`src/rtl/axis_frame_capture.sv`:
```
// AXI-Stream sink that captures one frame into an on-chip buffer with per-frame statistics.
// Optional: define AXIS_CAPTURE_BACKPRESSURE_EN for LFSR-driven tready throttling during capture.
module axis_frame_capture #(
  parameter int unsigned DATA_W = 32,
  parameter int unsigned DEPTH  = 64,
  parameter int unsigned ADDR_W = $clog2(DEPTH)
) (
  input  logic                       s_aclk,
  input  logic                       src_rst,
  input  logic [DATA_W-1:0]          s_axis_tdata,
  input  logic                       s_axis_tvalid,
  output logic                       s_axis_tready,
  input  logic                       s_axis_tlast,
  input  logic                       arm,
  output logic                       busy,
  output logic                       frame_done,
  output logic [ADDR_W:0]            frame_len,
  output logic                       overflow,
  output logic [DATA_W-1:0]          peak_abs,
  output logic [DATA_W+ADDR_W:0]     sum,
  input  logic [ADDR_W-1:0]          rd_addr,
  output logic [DATA_W-1:0]          rd_data
);

  localparam int unsigned SumW = DATA_W + ADDR_W + 1;

  typedef enum logic [1:0] {StIdle, StCapture, StDone} state_e;

  state_e              state_q, state_d;
  logic [ADDR_W:0]     frame_len_q, frame_len_d;
  logic                overflow_q, overflow_d;
  logic [DATA_W-1:0]   peak_abs_q, peak_abs_d;
  logic [SumW-1:0]     sum_q, sum_d;
  logic [DATA_W-1:0]   rd_data_q;
  logic                wr_en;
  logic                beat;
  logic [DATA_W-1:0]   sample_abs;
  logic [SumW-1:0]     sample_ext;

  logic [DATA_W-1:0]   mem [DEPTH];

`ifdef AXIS_CAPTURE_BACKPRESSURE_EN
  logic [7:0] lfsr_q, lfsr_d;

  always_comb begin
    lfsr_d = {lfsr_q[6:0], lfsr_q[7] ^ lfsr_q[5] ^ lfsr_q[4] ^ lfsr_q[3]};
  end

  always_ff @(posedge s_aclk) begin
    if (src_rst) lfsr_q <= 8'hA5;
    else         lfsr_q <= lfsr_d;
  end

  assign s_axis_tready = (state_q != StCapture) || (lfsr_q[1:0] != 2'b00);
`else
  assign s_axis_tready = 1'b1;
`endif

  assign beat       = s_axis_tvalid && s_axis_tready;
  // Magnitude of the most negative value wraps to 2^(DATA_W-1), which is correct unsigned.
  assign sample_abs = s_axis_tdata[DATA_W-1] ? -s_axis_tdata : s_axis_tdata;
  assign sample_ext = {{(ADDR_W+1){s_axis_tdata[DATA_W-1]}}, s_axis_tdata};

  always_comb begin
    state_d     = state_q;
    frame_len_d = frame_len_q;
    overflow_d  = overflow_q;
    peak_abs_d  = peak_abs_q;
    sum_d       = sum_q;
    wr_en       = 1'b0;
    unique case (state_q)
      StIdle, StDone: begin
        if (arm) begin
          state_d     = StCapture;
          frame_len_d = '0;
          overflow_d  = 1'b0;
          peak_abs_d  = '0;
          sum_d       = '0;
        end
      end
      StCapture: begin
        if (beat) begin
          // frame_len saturates at DEPTH (a power of two), so its MSB marks a full buffer.
          if (!frame_len_q[ADDR_W]) begin
            wr_en       = 1'b1;
            frame_len_d = frame_len_q + (ADDR_W+1)'(1);
            sum_d       = sum_q + sample_ext;
            if (sample_abs > peak_abs_q) peak_abs_d = sample_abs;
          end else begin
            overflow_d = 1'b1;
          end
          if (s_axis_tlast) state_d = StDone;
        end
      end
      default: state_d = StIdle;
    endcase
  end

  always_ff @(posedge s_aclk) begin
    if (src_rst) begin
      state_q     <= StIdle;
      frame_len_q <= '0;
      overflow_q  <= 1'b0;
      peak_abs_q  <= '0;
      sum_q       <= '0;
    end else begin
      state_q     <= state_d;
      frame_len_q <= frame_len_d;
      overflow_q  <= overflow_d;
      peak_abs_q  <= peak_abs_d;
      sum_q       <= sum_d;
    end
  end

  // Buffer is left unreset so it maps onto RAM primitives.
  always_ff @(posedge s_aclk) begin
    if (wr_en) mem[frame_len_q[ADDR_W-1:0]] <= s_axis_tdata;
  end

  always_ff @(posedge s_aclk) begin
    if (src_rst) rd_data_q <= '0;
    else         rd_data_q <= mem[rd_addr];
  end

  assign busy       = (state_q == StCapture);
  assign frame_done = (state_q == StDone);
  assign frame_len  = frame_len_q;
  assign overflow   = overflow_q;
  assign peak_abs   = peak_abs_q;
  assign sum        = sum_q;
  assign rd_data    = rd_data_q;

endmodule

```
`config.mk`:
```
export PLATFORM = sky130hd
export DESIGN_NAME = axis_frame_capture
export DESIGN_NICKNAME = d
export VERILOG_FILES = /design/src/rtl/axis_frame_capture.sv
export SDC_FILE = /design/constraint.sdc
export NUM_CORES = 2
export LEC_CHECK = 0
export ABC_CLOCK_PERIOD_IN_PS = 7240
export CAP_MARGIN = 20
export CORE_MARGIN = 3
export CORE_UTILIZATION = 45
export CTS_CLUSTER_DIAMETER = 100
export DETAILED_ROUTE_END_ITERATION = 8
export MAX_ROUTING_LAYER = met4
export SETUP_SLACK_MARGIN = 0.1
export SLEW_MARGIN = 40
export SYNTH_ARGS = -nofsm -noshare
export SYNTH_HDL_FRONTEND = slang
export SYNTH_SLANG_ARGS = --single-unit
```
`constraint.sdc`:
```
create_clock -name s_aclk -period 7.24 [get_ports s_aclk]
set_clock_uncertainty 0.05 [all_clocks]
set_input_delay 1.448 -clock s_aclk [delete_from_list [all_inputs] [get_ports s_aclk]]
set_output_delay 1.448 -clock s_aclk [all_outputs]
set_load 0.02 [all_outputs]
```
* Word-level counts from Yosys, hierarchy flattened
Memory sizes are Yosys's and may differ from the RTL's. A register that Yosys moved wholly into a read port is not among the register bits.
Index checks and enable logic that the tools add are counted.
** Word-level totals
- Input port bits :: 43
- Bits in writable memories :: 2048
- Word-level logic and storage cells :: 54
- Memories kept :: 1
- Register bits :: 81
- Output and inout bits :: 114
** Memories
- mem :: depth 64, width 32, read ports 1, clocked after Yosys merged registers in 1, write ports 1, RTL line 40 : logic [DATA_W-1:0] mem [DEPTH];
** Cells by class
- $add $sub $neg :: 3
- Equal/unequal tests :: 8
- Multiplexer cells :: 27
- $lt $le $gt $ge :: 1
- Reduce and logical (&&, ||, !) cells :: 8
** Operator list (number)
- $mux 32 :: 5
- $mux 39 :: 3
- $pmux 39 s2 :: 1
- $pmux 32 s2 :: 1
- $add 39x39->39 :: 1
- $gt 32x32->1 :: 1
- $neg 32->32 :: 1
- $mux 7 :: 3
- $pmux 7 s2 :: 1
- $mux 1 :: 8
- $ne 2x2->1 const B :: 4
- $reduce_and 4->1 :: 2
- $add 7x1->7 const B :: 1
- $mux 2 :: 3
- $reduce_and 3->1 :: 2
- $reduce_and 5->1 :: 1
- $ne 2x1->1 const B :: 2
- $pmux 2 s2 :: 1
- $eq 2x1->1 const B :: 1
- $eq 2x2->1 const B :: 1
- $logic_not 2->1 :: 1
- $pmux 1 s2 :: 1
- $reduce_bool 2->1 :: 1
- $reduce_or 2->1 :: 1

* Depth between registers and ports, before layout
- Word-level depth :: 7
- Depth in mapped cells :: 17
- Depth with buffers taken out :: 16

* Least setup slack after synthesis
Ideal clock, no wire load.
- Path type :: input to register
- From :: input port s_axis_tdata[6]
- To :: register peak_abs_q[0], in the netlist peak_abs[0]
- Arrival :: 5.189 ns
- Setup time :: 0.059 ns
- Path buffers :: 2
- Stages on the path :: 15
- Setup slack :: 1.942 ns
- Data required time :: 7.131 ns
- Path through :: or4_1 -> clkbuf_1 -> nor4_2 -> nand4_1 -> o31ai_1 -> xnor2_1 -> ha_1 -> and3_1 -> nand3_1 -> or3_1 -> or2_1 -> o211a_2 -> nor3_1 -> buf_2 -> a22o_1
** On the way
- Word-level cells in the longest chain between the ends :: 5
** RTL lines
- from (decl) :: RTL line 10 : input logic [DATA_W-1:0] s_axis_tdata,
- $neg 32->32 :: RTL line 61 : assign sample_abs = s_axis_tdata[DATA_W-1] ? -s_axis_tdata : s_axis_tdata;
- $mux 32 * :: RTL line 61
- $gt 32x32->1 * :: RTL line 88 : if (sample_abs > peak_abs_q) peak_abs_d = sample_abs;
- $ne 2x1->1 (no line) *
- $reduce_and 5->1 (no line) *
- to (signal assigned) :: RTL line 110 : peak_abs_q <= peak_abs_d;
- to (decl) :: RTL line 32 : logic [DATA_W-1:0] peak_abs_q, peak_abs_d;
Every way passes the cells marked *; elsewhere a longest branch is shown, timed or not.
A chain may end at the register's enable or synchronous reset.

* Worst setup path in the final report
- From :: input port s_axis_tdata[5]
- To :: register peak_abs_q[29], in the netlist peak_abs[29]
** On the way
- Word-level cells in the longest chain between the ends :: 6
- Elaborated cells on any way between the ends :: 9
- Classes of those cells :: 1 x add/sub; 1 x order compare; 1 x eq/ne; 5 x mux; 1 x reduce/logical
** RTL lines (RTL line)
- $neg 32->32 :: 61
- $mux 32 * :: 61
- branches (longest 4 deep; another with $gt 32x32->1)
Mark *: on every way between the ends. The select of a mux whose other input is x is not followed.

==> key figures <==
Clock network
  • # hold bufs at CTS: 0
  • Clock buffer depth: 3
  • Worst-path clk slew: 0.06 ns
  • Clk root buf: clkbuf_16
  • Clk_lat worst skew: 0.84 ns
  • CTS H-tree lvls: 4
  • Setup repair bufs after CTS: 0
  • PostCTS Resize Cnt: 0
  • Clock tree sinks: 2161
  • CTS tree: yes
  • TritonCTS Buffers: 209

Critical path
  • Maximum fanout along the worst path: 12
  • CP max-delay cell: or4_1
  • Startpoint Class: input pin
  • CP required: 7.96 ns
  • Critical path's largest stage delay: 0.74 ns
  • Critical setup path kind: in2reg
  • Crit path capture type: flop
  • CP Cell Sequence: buf_2 > or4_1 > nor4_2 > nand4_1 > o31ai_1 > xnor2_1 > ha_1 > and3_1 > nand3_1 > or3_1 > or2_1 > o211a_2 > nor3_2 > buf_4 > a22o_1
  • Crit path DAT: 6.37 ns

STA
  • Final Critical Period: 5.65 ns
  • Final setup margin: 1.59 ns
  • Fin crit share: 78.0%
  • Hold Fails Final Rpt: 0
  • RSZ-0062 raised after global routing: no
  • Slew Viols, Final: 0
  • Tightest Pin Transition: 0.875 ns
  • Worst rel slew slack: 41.5%
  • Peak Freq: 0.177 GHz
  • Setup TNS: 0 ns
  • Finish-stage setup viols: 0

Route
  • ANT nets after route: 0
  • Met3 wire len: 15.9 mm
  • Metal-1 WL: 95.5 mm
  • Wire length on met2: 112 mm
  • Initial DRT Pass Iterations: 5
  • Vias per std cell: 6.08
  • DR vias: 41700
  • DRC viols: 0
  • Number of DRC markers in iteration 0: 4794
  • DR top layer: met4
  • Routed wire length: 228 mm
  • DR WL/cell: 33.2 um

Place
  • PortBufs: 155
  • Pre-CTS setup slack: 0.822 ns
  • Routability cong.: 0.833
  • Post-DP HPWL: 138 mm
  • Placed cell area: 91100 um^2

Yosys
  • Synthesized flop and latch total: 2161
  • Mapped Cells: 3843
  • Mapped Avg Cell Area: 22.1 um^2
  • Synthesized net count: 3959
  • Async S/R FF share, synth: 0%
  • Post-synth EDFFs: 2048
  • Most used DFF post-synth: edfxtp_1
  • Library cells used by synthesis: 68
  • Synth warnings: 0
  • Seq/Total Area, Yosys: 75.1%
  • Synthesized cell area: 84900 um^2

Worst hold path
  • Hold Crit Class: reg2reg

Layout
  • # fillers: 14300
  • Area delta synth->final: 15.6%
  • Layout cells sized above 1: 29.4%
  • Nets@finish: 4319
  • Finished Cell Area: 98100 um^2

Die
  • Die H: 440 um
  • Core area: 186000 um^2
  • Die width: 440 um
  • Number of primary I/O pins: 157
  • Starting Density: 45.5%
  • DIE AREA: 194000 um^2
  • FP Rows: 158

Pwr
  • Sw Pwr: 5.60 mW
  • Leakage: 30.8 nW
  • Comb power frac: 5.9%
  • Tot Pwr: 26.4 mW
  • Cell internal pwr: 20.8 mW
  • Switch share: 21.2%
  • Power share of the clock group: 42.1%
  • Peak supply drop: 0.000238 V
  • Seq pwr share: 52.0%
  • Power Dens Cells: 269 nW/um^2

GRT
  • First-pass GRT wire length: 324 mm
  • Vias in the first global route: 42400
  • Initial antenna violation count: 16
  • Largest net degree at the start of global routing: 73
  • Global route overflow: 0
  • All-Layer GR Usage: 24.5%

Flow run
  • Max-cap viol count: 0

Outcome
  • Status: completed
==> critical path, delay by kind of cell <==
kind / cells / cell delay [ns]
compound gates: 3 / 0.87
xor+xnor: 1 / 0.14
fa+ha+maj: 1 / 0.33
buf+inv: 2 / 0.49
simple gates: 8 / 3.08
==> power groups by stage <==
stage	Clock [mW]	Sequential (mW)	Combinational [mW]
2_1_floorplan	0	14.0	0.817
3_3_place_gp	0	14.0	1.54
3_5_place_dp	0	14.0	1.55
4_1_cts	11.3	13.7	1.55
5_1_grt	11.8	13.7	1.64
6_report	11.1	13.7	1.55
==> state kept, by name, summed over array words and instances, names as in the netlist <==
name,flops
frame_len,7
sum,39
mem,2048
peak_abs,32
overflow,1
rd_data,32
state_q,2
==> cells in the mapped netlist, drive strengths merged, types with 7 or more instances <==
library cell | n | area [um^2]
nand2 | 72 | 270
or3 | 8 | 50.1
a211oi | 25 | 188
nor4 | 7 | 56.3
nand2b | 10 | 62.6
xor2 | 14 | 123
buf | 84 | 405
mux2i | 11 | 110
o21ai | 54 | 270
a21oi | 61 | 305
o21bai | 7 | 52.6
xnor2 | 49 | 429
nor3 | 12 | 60.1
nor2 | 110 | 413
mux4 | 661 | 14900
nor2b | 42 | 263
a21o | 28 | 210
clkbuf | 111 | 417
nand4b | 7 | 61.3
ha | 72 | 901
dfxtp | 113 | 2260
nand3 | 35 | 175
o21a | 11 | 82.6
a22o | 26 | 228
edfxtp | 2048 | 61500
nand4 | 13 | 81.3
o31ai | 24 | 180
inv | 51 | 191
==> per-layer routing <==
| layer | GRT usage (%) | vias to the layer above |
|---|---|---|
| li1 | - | 17000 |
| met1 | 34.3 | 22700 |
| met2 | 38.5 | 1712 |
| met3 | 3.92 | 260 |
| met4 | 5.02 | 0 |
| met5 | - | - |
==> area by class of cell <==
class	count	area (um^2)	area share (%)
Sequential cell	2161	63800	65.0
Multi-Input combinational cell	1436	20700	21.0
Clock buffer	255	5500	5.60
Timing Repair Buffer	344	3460	3.52
Tap cell	2480	3100	3.16
Clock inverter	131	1470	1.50
Inverter	51	191	0.195
Antenna cell	4	10.0	0.0102
==> stage by stage <==
step | util, % | hold slack, ns | std cells
after floorplan | - | 0.489 | 3843
after global placement | 48.5 | 0.406 | 6441
after detailed placement | 48.9 | 0.415 | 6468
after CTS | 52.6 | 0.427 | 6854
after global routing | 52.6 | 0.458 | 6858
final | 52.6 | 0.420 | 6862
==> path summary, 6_finish.rpt <==
check,startpoint,to,slack (ns),cells after the start
hold reg to reg,sum[34]$_SDFFE_PP0P_,sum[34]$_SDFFE_PP0P_,0.42,2
hold / removal,sum[34]$_SDFFE_PP0P_,sum[34]$_SDFFE_PP0P_,0.42,2
setup / recovery,s_axis_tdata[5],peak_abs[29]$_SDFFE_PP0P_,1.59,15
setup reg to reg,frame_len[6]$_SDFFE_PP0P_,mem[44][4]$_DFFE_PP_,2.93,6
==> logic make-up after synthesis <==
| group | share of synthesized area [%] |
|---|---|
| AND/OR/NAND/NOR | 1.96 |
| adder cells (fa/ha/maj) | 1.08 |
| multiplexers | 17.7 |
| buffers and inverters | 1.19 |
| other | 0.00442 |
| XOR/XNOR | 0.650 |
| AO/OA/AOI/OAI | 2.32 |
| flip-flops | 75.1 |
==> layout by cell type (no fill, tap or decap), types with 37 or more instances in the layout <==
master           synthesis  final
nand2_1                 72     72
nor2_4                   0     64
a21oi_1                 61     61
clkinv_1                 0     37
xnor2_1                 49     49
mux4_2                 661    661
clkinv_2                 0     43
buf_4                    4    143
clkbuf_16                0    213
inv_1                   51     51
ha_1                    72     72
dfxtp_1                113    113
edfxtp_1              2048   2048
clkdlybuf4s50_1          0    116
nor2b_1                 42     42
clkbuf_1               111     41
nor2_1                 110     46
Note: power is estimated with default switching activity, not from simulation.
